## src/rtl/pipe_ctrl_pkg.sv

```systemverilog
// pipe_ctrl_pkg -- shared definitions for the pipeline hazard controller.
//   state_t        : FSM encoding (RUN=0, LU_STALL=1, MD_WAIT=2), also seen on the debug port
//   NOP            : instruction word loaded into IF/ID on a flush
//   MD_LATENCY_DEF : default number of cycles a multiply/divide occupies EX
//   MD_CNT_W       : width of the multiply/divide busy counter (covers latencies up to 15)
//   sat_inc        : saturating 32-bit increment for the optional performance counters
package pipe_ctrl_pkg;

    typedef enum logic [1:0] {
        RUN      = 2'd0,
        LU_STALL = 2'd1,
        MD_WAIT  = 2'd2
    } state_t;

    localparam logic [31:0] NOP            = 32'h0000_0000;
    localparam int          MD_LATENCY_DEF = 4;
    localparam int          MD_CNT_W       = 4;
    localparam logic [31:0] PERF_MAX       = 32'hFFFF_FFFF;

    function automatic logic [31:0] sat_inc(input logic [31:0] v);
        return (v == PERF_MAX) ? v : v + 32'd1;
    endfunction

endpackage

```

## src/rtl/md_busy_counter.sv

```systemverilog
// md_busy_counter -- down-counter tracking how long a multiply/divide still holds EX.
// Ports:
//   CLK, RST    : clock, asynchronous active-high reset (clears the count)
//   i_load      : load i_load_val (takes precedence over i_dec)
//   i_load_val  : value to load
//   i_dec       : decrement by one; holds at zero
//   o_zero      : count is zero
module md_busy_counter
    import pipe_ctrl_pkg::*;
#(
    parameter int CNT_W = MD_CNT_W
) (
    input  logic             CLK,
    input  logic             RST,
    input  logic             i_load,
    input  logic [CNT_W-1:0] i_load_val,
    input  logic             i_dec,
    output logic             o_zero
);

    logic [CNT_W-1:0] r_count;

    always_ff @(posedge CLK or posedge RST) begin
        if (RST) begin
            r_count <= '0;
        end else if (i_load) begin
            r_count <= i_load_val;
        end else if (i_dec && (r_count != '0)) begin
            r_count <= r_count - 1'b1;
        end
    end

    assign o_zero = (r_count == '0);

endmodule

```

## src/rtl/hazard_ctrl.sv

```systemverilog
// hazard_ctrl -- pipeline hazard controller (load-use stall, multi-cycle EX wait,
// branch flush, instruction-fetch wait).
// Parameters:
//   MD_LATENCY : cycles a multiply/divide occupies EX (2..15)
//   REG_W      : register index width
// Ports:
//   CLK, RST                 : clock, asynchronous active-high reset
//   id_rs, id_rt             : source registers of the instruction in ID
//   ex_mem_read, ex_rt       : load in EX and its destination register
//   branch_taken             : branch/jump resolved taken in EX this cycle
//   md_start                 : multiply/divide enters EX this cycle
//   imem_ready               : fetch data presented to IF/ID is valid
//   pc_write, if_id_write    : PC / IF/ID update enables
//   if_id_flush              : load NOP into IF/ID
//   id_ex_bubble             : zero the ID/EX control fields
//   state                    : current FSM state (debug)
// Build option HAZARD_PERF_EN adds saturating 32-bit counters stall_cycles
// (cycles with pc_write=0) and flush_cycles (cycles with if_id_flush=1).
module hazard_ctrl
    import pipe_ctrl_pkg::*;
#(
    parameter int MD_LATENCY = MD_LATENCY_DEF,
    parameter int REG_W      = 5
) (
    input  logic             CLK,
    input  logic             RST,
    input  logic [REG_W-1:0] id_rs,
    input  logic [REG_W-1:0] id_rt,
    input  logic             ex_mem_read,
    input  logic [REG_W-1:0] ex_rt,
    input  logic             branch_taken,
    input  logic             md_start,
    input  logic             imem_ready,
    output logic             pc_write,
    output logic             if_id_write,
    output logic             if_id_flush,
    output logic             id_ex_bubble,
    output logic [1:0]       state
`ifdef HAZARD_PERF_EN
    ,
    output logic [31:0]      stall_cycles,
    output logic [31:0]      flush_cycles
`endif
);

    // Counter starts at MD_LATENCY-1 so MD_WAIT lasts MD_LATENCY cycles (N-1 .. 0).
    localparam logic [MD_CNT_W-1:0] LP_MD_LOAD = MD_CNT_W'(MD_LATENCY - 1);

    state_t r_state;
    state_t w_next;
    logic   w_load_use;
    logic   w_md_load;
    logic   w_md_dec;
    logic   w_md_zero;

    // r0 is hardwired zero, so a load targeting it never creates a dependency.
    assign w_load_use = ex_mem_read && (ex_rt != '0) &&
                        ((ex_rt == id_rs) || (ex_rt == id_rt));

    md_busy_counter #(.CNT_W(MD_CNT_W)) u_md_cnt (
        .CLK        (CLK),
        .RST        (RST),
        .i_load     (w_md_load),
        .i_load_val (LP_MD_LOAD),
        .i_dec      (w_md_dec),
        .o_zero     (w_md_zero)
    );

    always_comb begin
        w_next       = r_state;
        w_md_load    = 1'b0;
        w_md_dec     = 1'b0;
        pc_write     = 1'b1;
        if_id_write  = 1'b1;
        if_id_flush  = 1'b0;
        id_ex_bubble = 1'b0;

        case (r_state)
            RUN: begin
                // A taken branch kills the ID instruction, so nothing else in RUN matters.
                if (!branch_taken) begin
                    if (md_start) begin
                        w_md_load = 1'b1;
                        w_next    = MD_WAIT;
                    end else if (w_load_use) begin
                        pc_write     = 1'b0;
                        if_id_write  = 1'b0;
                        id_ex_bubble = 1'b1;
                        w_next       = LU_STALL;
                    end else if (!imem_ready) begin
                        pc_write    = 1'b0;
                        if_id_write = 1'b0;
                        if_id_flush = 1'b1;
                    end
                end
            end
            LU_STALL: begin
                w_next = RUN;
                if (!imem_ready) begin
                    pc_write    = 1'b0;
                    if_id_write = 1'b0;
                    if_id_flush = 1'b1;
                end
            end
            MD_WAIT: begin
                // md_start is ignored here; branches only override outputs, so the
                // countdown keeps its original schedule.
                pc_write     = 1'b0;
                if_id_write  = 1'b0;
                id_ex_bubble = 1'b1;
                if (w_md_zero) begin
                    w_next = RUN;
                end else begin
                    w_md_dec = 1'b1;
                end
            end
            default: w_next = RUN;
        endcase

        if (branch_taken) begin
            pc_write     = 1'b1;
            if_id_write  = 1'b0;
            if_id_flush  = 1'b1;
            id_ex_bubble = 1'b1;
        end

        // Reset presents a clean NOP/bubble pipeline while PC loads its reset vector.
        if (RST) begin
            pc_write     = 1'b1;
            if_id_write  = 1'b1;
            if_id_flush  = 1'b1;
            id_ex_bubble = 1'b1;
        end
    end

    always_ff @(posedge CLK or posedge RST) begin
        if (RST) begin
            r_state <= RUN;
        end else begin
            r_state <= w_next;
        end
    end

    assign state = r_state;

`ifdef HAZARD_PERF_EN
    logic [31:0] r_stall_cycles;
    logic [31:0] r_flush_cycles;

    always_ff @(posedge CLK or posedge RST) begin
        if (RST) begin
            r_stall_cycles <= '0;
            r_flush_cycles <= '0;
        end else begin
            if (!pc_write)  r_stall_cycles <= sat_inc(r_stall_cycles);
            if (if_id_flush) r_flush_cycles <= sat_inc(r_flush_cycles);
        end
    end

    assign stall_cycles = r_stall_cycles;
    assign flush_cycles = r_flush_cycles;
`endif

endmodule

```

## config.mk

```make
export PLATFORM = sky130hd
export DESIGN_NAME = hazard_ctrl
export DESIGN_NICKNAME = d
export VERILOG_FILES = /design/src/rtl/pipe_ctrl_pkg.sv /design/src/rtl/md_busy_counter.sv /design/src/rtl/hazard_ctrl.sv
export SDC_FILE = /design/constraint.sdc
export NUM_CORES = 1
export LEC_CHECK = 0
export ABC_AREA = 1
export CORE_UTILIZATION = 30
export CTS_BUF_LIST = sky130_fd_sc_hd__clkbuf_8 sky130_fd_sc_hd__clkbuf_16
export DETAILED_ROUTE_END_ITERATION = 12
export HOLD_SLACK_MARGIN = 0.03
export SETUP_SLACK_MARGIN = 0.05
export SYNTH_ARGS = -nofsm -noshare
export SYNTH_HDL_FRONTEND = slang
export SYNTH_SLANG_ARGS = --single-unit
export TNS_END_PERCENT = 50
```

## constraint.sdc

```tcl
create_clock -name CLK -period 1.65 [get_ports CLK]
set_input_delay 0.495 -clock CLK [delete_from_list [all_inputs] [get_ports CLK]]
set_output_delay 0.495 -clock CLK [all_outputs]
set_load 0.1 [all_outputs]
```

### Word-level counts from Yosys, hierarchy flattened

Index checks and enable logic that the tools add are counted.

* word-level logic and storage cells: 51
* output and inout bits: 6
* input port bits: 21
* register bits after elaboration: 6

* eq/ne operators: 7
* add/subtract/negate cells: 1
* multiplexer cells: 31
* reductions and logical operators: 10

Operators by type and width (number)
* $mux W1: 21
* $eq A5 B5 Y1: 2
* $mux W2: 4
* $mux W4: 2
* $reduce_bool A5 Y1: 1
* $logic_not A4 Y1: 1
* $pmux W1 S2: 2
* $pmux W2 S2: 1
* $reduce_bool A4 Y1: 1
* $sub A4 B1 Y4 const B: 1
* $logic_and A1 B1 Y1: 3
* $ne A3 B3 Y1 const B: 1
* $pmux W1 S3: 1
* $reduce_and A3 Y1: 1
* $eq A2 B1 Y1 const B: 1
* $eq A2 B2 Y1 const B: 1
* $logic_not A2 Y1: 1
* $ne A2 B1 Y1 const B: 1
* $ne A2 B2 Y1 const B: 1
* $reduce_bool A2 Y1: 1
* $logic_or A1 B1 Y1: 1

### Longest topological paths before layout

* depth in word-level cells: 8
* mapped depth: 11
* gate-level depth less buffers: 11

### Modules after synthesis

Synthesis repeated with hierarchy kept, for this count alone.

* cell total of the unflattened synthesis: 131
* area total of the unflattened synthesis: 701.9 sq um

Modules (own cells, without submodules)
* hazard_ctrl: instances 1, seq. area each 50.0 sq um, cells an instance 84, area each 402.9 sq um
* md_busy_counter: instances 1, seq. area each 100.1 sq um, cells an instance 47, area each 299.0 sq um

### Worst setup path before layout

Ideal clock, no wire load.

* kind: reg2out
* start point: register r_state[0], in the netlist state[0]
* end point: output port pc_write
* slack: -0.946 ns
* data required time: 1.155 ns
* cell stages (with the launch flop): 6
* data arrival time: 2.101 ns
* path through: dfrtp_1 -> nor2_1 -> inv_1 -> nor2_1 -> nor2_1 -> nand3_1

* longest elaborated chain between the ends: 4
* elaborated cells between the ends (all ways): 6
* those cells by class: eq/ne: 2; mux: 3; reduce/logical: 1

RTL lines
* from (decl): RTL line hazard_ctrl.sv:49 `state_t r_state;`
* from (signal assigned): RTL line hazard_ctrl.sv:140 `r_state <= w_next;`
* $eq A2 B2 Y1 (tied with other cells): RTL line hazard_ctrl.sv:78 `case (r_state)`
* $pmux W1 S3 (*): RTL line hazard_ctrl.sv:78
* $mux W1 (*): RTL line hazard_ctrl.sv:120 `if (branch_taken) begin`
* $mux W1 (*): RTL line hazard_ctrl.sv:128 `if (RST) begin`
* to (decl): RTL line hazard_ctrl.sv:34 `output logic pc_write,`

Mark *: on every way between the ends. The rest lies on a longest branch, timed or not.

### Worst setup path after layout

* start point: input port id_rt[4]
* end point: output port if_id_flush

* longest elaborated chain between the ends: 8

RTL lines
* from (decl): RTL line hazard_ctrl.sv:28 `input logic [REG_W-1:0] id_rt,`
* $eq A5 B5 Y1: RTL line hazard_ctrl.sv:58 `((ex_rt == id_rs) || (ex_rt == id_rt));`
* $logic_or A1 B1 Y1: RTL line hazard_ctrl.sv:58
* $logic_and A1 B1 Y1: RTL line hazard_ctrl.sv:57 `assign w_load_use = ex_mem_read && (ex_rt != '0) &&`
* $mux W1: RTL line hazard_ctrl.sv:85 `end else if (w_load_use) begin`
* $mux W1: RTL line hazard_ctrl.sv:82 `if (md_start) begin`
* $pmux W1 S2: RTL line hazard_ctrl.sv:78
* $mux W1: RTL line hazard_ctrl.sv:120
* $mux W1: RTL line hazard_ctrl.sv:128
* to (decl): RTL line hazard_ctrl.sv:36 `output logic if_id_flush,`

Every way passes these cells.

==> summary.md <==
| Metric | Value |
|---|---|
| Status | `finished with violations` |
| Failing checks | `setup timing` |
| Die area | `2180 sq um` |
| Hold Crit Class | `reg -> reg` |
| Cell breakdown of the critical path | `clkdlybuf4s15_1 -> xnor2_1 -> nand3_1 -> nand2_2 -> nand2_2 -> nand2_2 -> nand2_2 -> nand2_4 -> nand2_8 -> buf_12` |
| Final-report setup violation count | `5` |
| Root Driver | `clkbuf_8` |
| Post-synthesis cell type count | `16` |
| Clk_skew | `0.00906 ns` |
| Post-route ant nets | `0` |
| Max_cap viols | `0` |
| GPL Wtd Cong | `0.794` |
| Drt wl/cell | `around 11 microns` |
| Share of cells above drive strength 1 | `between 50% and 60%` |
| VDD IR-drop max | `approximately 1.1 mV` |
| Vias/cell | `4.43` |
| Critical path's slowest cell | `clkdlybuf4s15_1` |
| YS warnings | `0` |
| Startpoint types | `input port` |
| Top cells by area, synth | `dfrtp_1 25%, nand2_1 23%, inv_1 14%` |
| Largest net degree at the start of global routing | `7` |
| Syn Area/Cell | `around 5.5 sq um` |
| Mapped Area | `around 600 sq um` |
| ANT cells | `0` |
| Max Clk Rate | `~500 MHz` |
| Port buffer count | `26` |
| Fin. max-slew vios | `0` |
| H-tree levels | `1` |
| CP arrival | `1.53 ns` |
| Top delay family on crit path | `simple AND/OR/NAND/NOR gates` |
| Synth area leader | `dfrtp_1` |
| Top-area cell type share of the netlist area | `25.0%` |
| Synthesized flop and latch total | `6` |
| WP buf/inv | `2` |
| CP max stage delay | `between 0.15 and 0.2 ns` |
| Clock transition at path regs | `0.03 ns` |
| GRT Overall Usage | `between 20% and 30%` |
| Critical path type | `in -> out` |
| Final worst path period need | `between 2 and 2.5 ns` |
| Clock sinks | `6` |
| Area Overhead vs Synth | `109%` |
| Setup Slack @ Placement | `-0.834 ns` |
| Starting Density | `between 30% and 40%` |
| Leakage dissipation | `about 0.69 nW` |
| Antenna violations before repair | `0` |
| Core ar. | `approximately 1800 sq um` |
| CTS Hold Bufs | `0` |
| DR vias | `slightly above 800` |
| Area of the multi-input gates | `between 400 and 500 sq um` |
| I/O pin cnt | `27` |
| Sequential fraction of the synthesis area | `around 25%` |
| Worst Max-Slew Pin Slew | `~0.18 ns` |
| Die Y | `46.7 microns` |
| Crit path top cell by count | `nand2_2` |
| Total wire length | `about 2000 microns` |
| Final #Nets | `182` |
| DRT Pass-1 Iters | `4` |
| First-pass GRT wire length | `3160 microns` |
| PD cells | `about 1300 nW/um^2` |
| Clock Latency Late Sink | `around 0.23 ns` |
| Vias in the first global route | `800` |
| RSZ-0062 raised after global routing | `yes` |
| Synthesized Nets | `131` |
| Dpl hpwl | `between 1000 and 1500 microns` |
| Worst EP required | `roughly 1.2 ns` |
| CP endpoint kind | `output pin` |
| Slew headroom | `between 80 and 90%` |
| Cells after synthesis | `approximately 110` |
| DRT iter0 DRCs | `5` |
| Register area | `158 sq um` |
| Clock buffer count from CTS | `3` |
| Total power | `0.00166 W` |
| Std cell rows | `15` |
| # fillers | `around 170` |
| GRT overflow | `0` |
| TritonCTS clock tree | `yes` |
| Clk buf depth | `2` |
| Final hold vios | `0` |
| Maximum fanout along the worst path | `2` |
| Die Span X | `between 40 and 50 microns` |
| Final Worst Setup Slack | `-0.372 ns` |
| Final clock period utilization by the worst path | `123%` |
| # DRC | `0` |
==> layout make-up <==
cell class,instances,share of cell area [%]
clock buffer,3,3.30
sequential,6,12.6
multi-input combinational,77,35.3
clock inverter,1,0.300
tap,25,2.50
timing repair buffer,46,37.7
inverter,26,8.39
==> layout by cell type (no fill, tap or decap), types with 5 or more instances in the layout <==
cell	count
nand2_1	27
buf_4	18
inv_1	17
nand2_2	13
buf_6	8
nand3_1	7
inv_2	7
nor2_1	7
buf_12	6
nor2_2	5
buf_2	5
==> tightest hold or removal path: stages (launching register included) <==
cell and delay [ns]:
dfrtp_1 0.33, nand2_1 0.05, nand3_1 0.07
==> synthesized netlist by cell type (all sizes together) <==
cell type and instances:
xnor2 2, ha 1, a21oi 2, o211ai 1
o21ai 1, nand3b 1, nor2 16, nand2 42
nand4 2, inv 26, o31ai 1, nand3 8
dfrtp 6
==> registers in the layout (all words and copies together), names as in the netlist <==
signal and count:
state 2, u_md_cnt.r_count 4
==> through the flow <==
stage	TNS (ns)	utilization (%)	cell area (sq um)	instances	hold WS (ns)
after floorplan	-1.40	-	644	109	0.302
after global placement	-3.46	59.9	1080	171	0.487
after detailed placement	-3.57	59.9	1080	171	0.492
after CTS	-1.78	64.9	1170	185	0.499
after global routing	-1.99	69.5	1250	184	0.536
final	-1.61	69.5	1250	184	0.493
==> routing by layer <==
layer  wire length [microns]  track usage [%]
met5                       0                0
met1                     805             23.8
met3                      87             7.31
met2                    1030             36.4
met4                      23             4.57
==> power breakdown <==
group          total (W)  switching, W  internal [W]  leakage [nW]
Clock           0.000226     0.0000660      0.000160        0.0269
Sequential      0.000268     0.0000442      0.000224        0.0713
Combinational    0.00117      0.000672      0.000496         0.591
==> cells by family after synthesis <==
| kind of cell | after synthesis | share of synthesized area (%) |
|---|---|---|
| buffers and inverters | 26 | 16.2 |
| AO/OA/AOI/OAI | 5 | 5.00 |
| adder cells (fa/ha/maj) | 1 | 2.08 |
| XOR/XNOR | 2 | 2.92 |
| AND/OR/NAND/NOR | 69 | 48.7 |
| flip-flops | 6 | 25.0 |
==> worst paths after layout <==
check | start | to | slack [ns] | depth (start not counted)
min | u_md_cnt.r_count[0]$_DFFE_PP0P_ | u_md_cnt.r_count[0]$_DFFE_PP0P_ | 0.49 | 2
max reg2reg | state[1]$_DFFE_PP0P_ | state[0]$_DFFE_PP0P_ | -0.29 | 13
max | id_rt[4] | if_id_flush | -0.37 | 10
min reg2reg | u_md_cnt.r_count[0]$_DFFE_PP0P_ | u_md_cnt.r_count[0]$_DFFE_PP0P_ | 0.49 | 2
max in group asynchronous | RST | state[0]$_DFFE_PP0P_ | 0.86 | 3
min in group asynchronous | RST | state[1]$_DFFE_PP0P_ | 0.65 | 3
==> repair_timing <==
| item | CTS | global route |
|---|---|---|
| pin swaps | 31 | 20 |
| resized for setup | 76 | 28 |
| setup buffers | 10 | 0 |
| setup endpoints to repair | 4 | 6 |
Power figures use the tool's default switching activity.
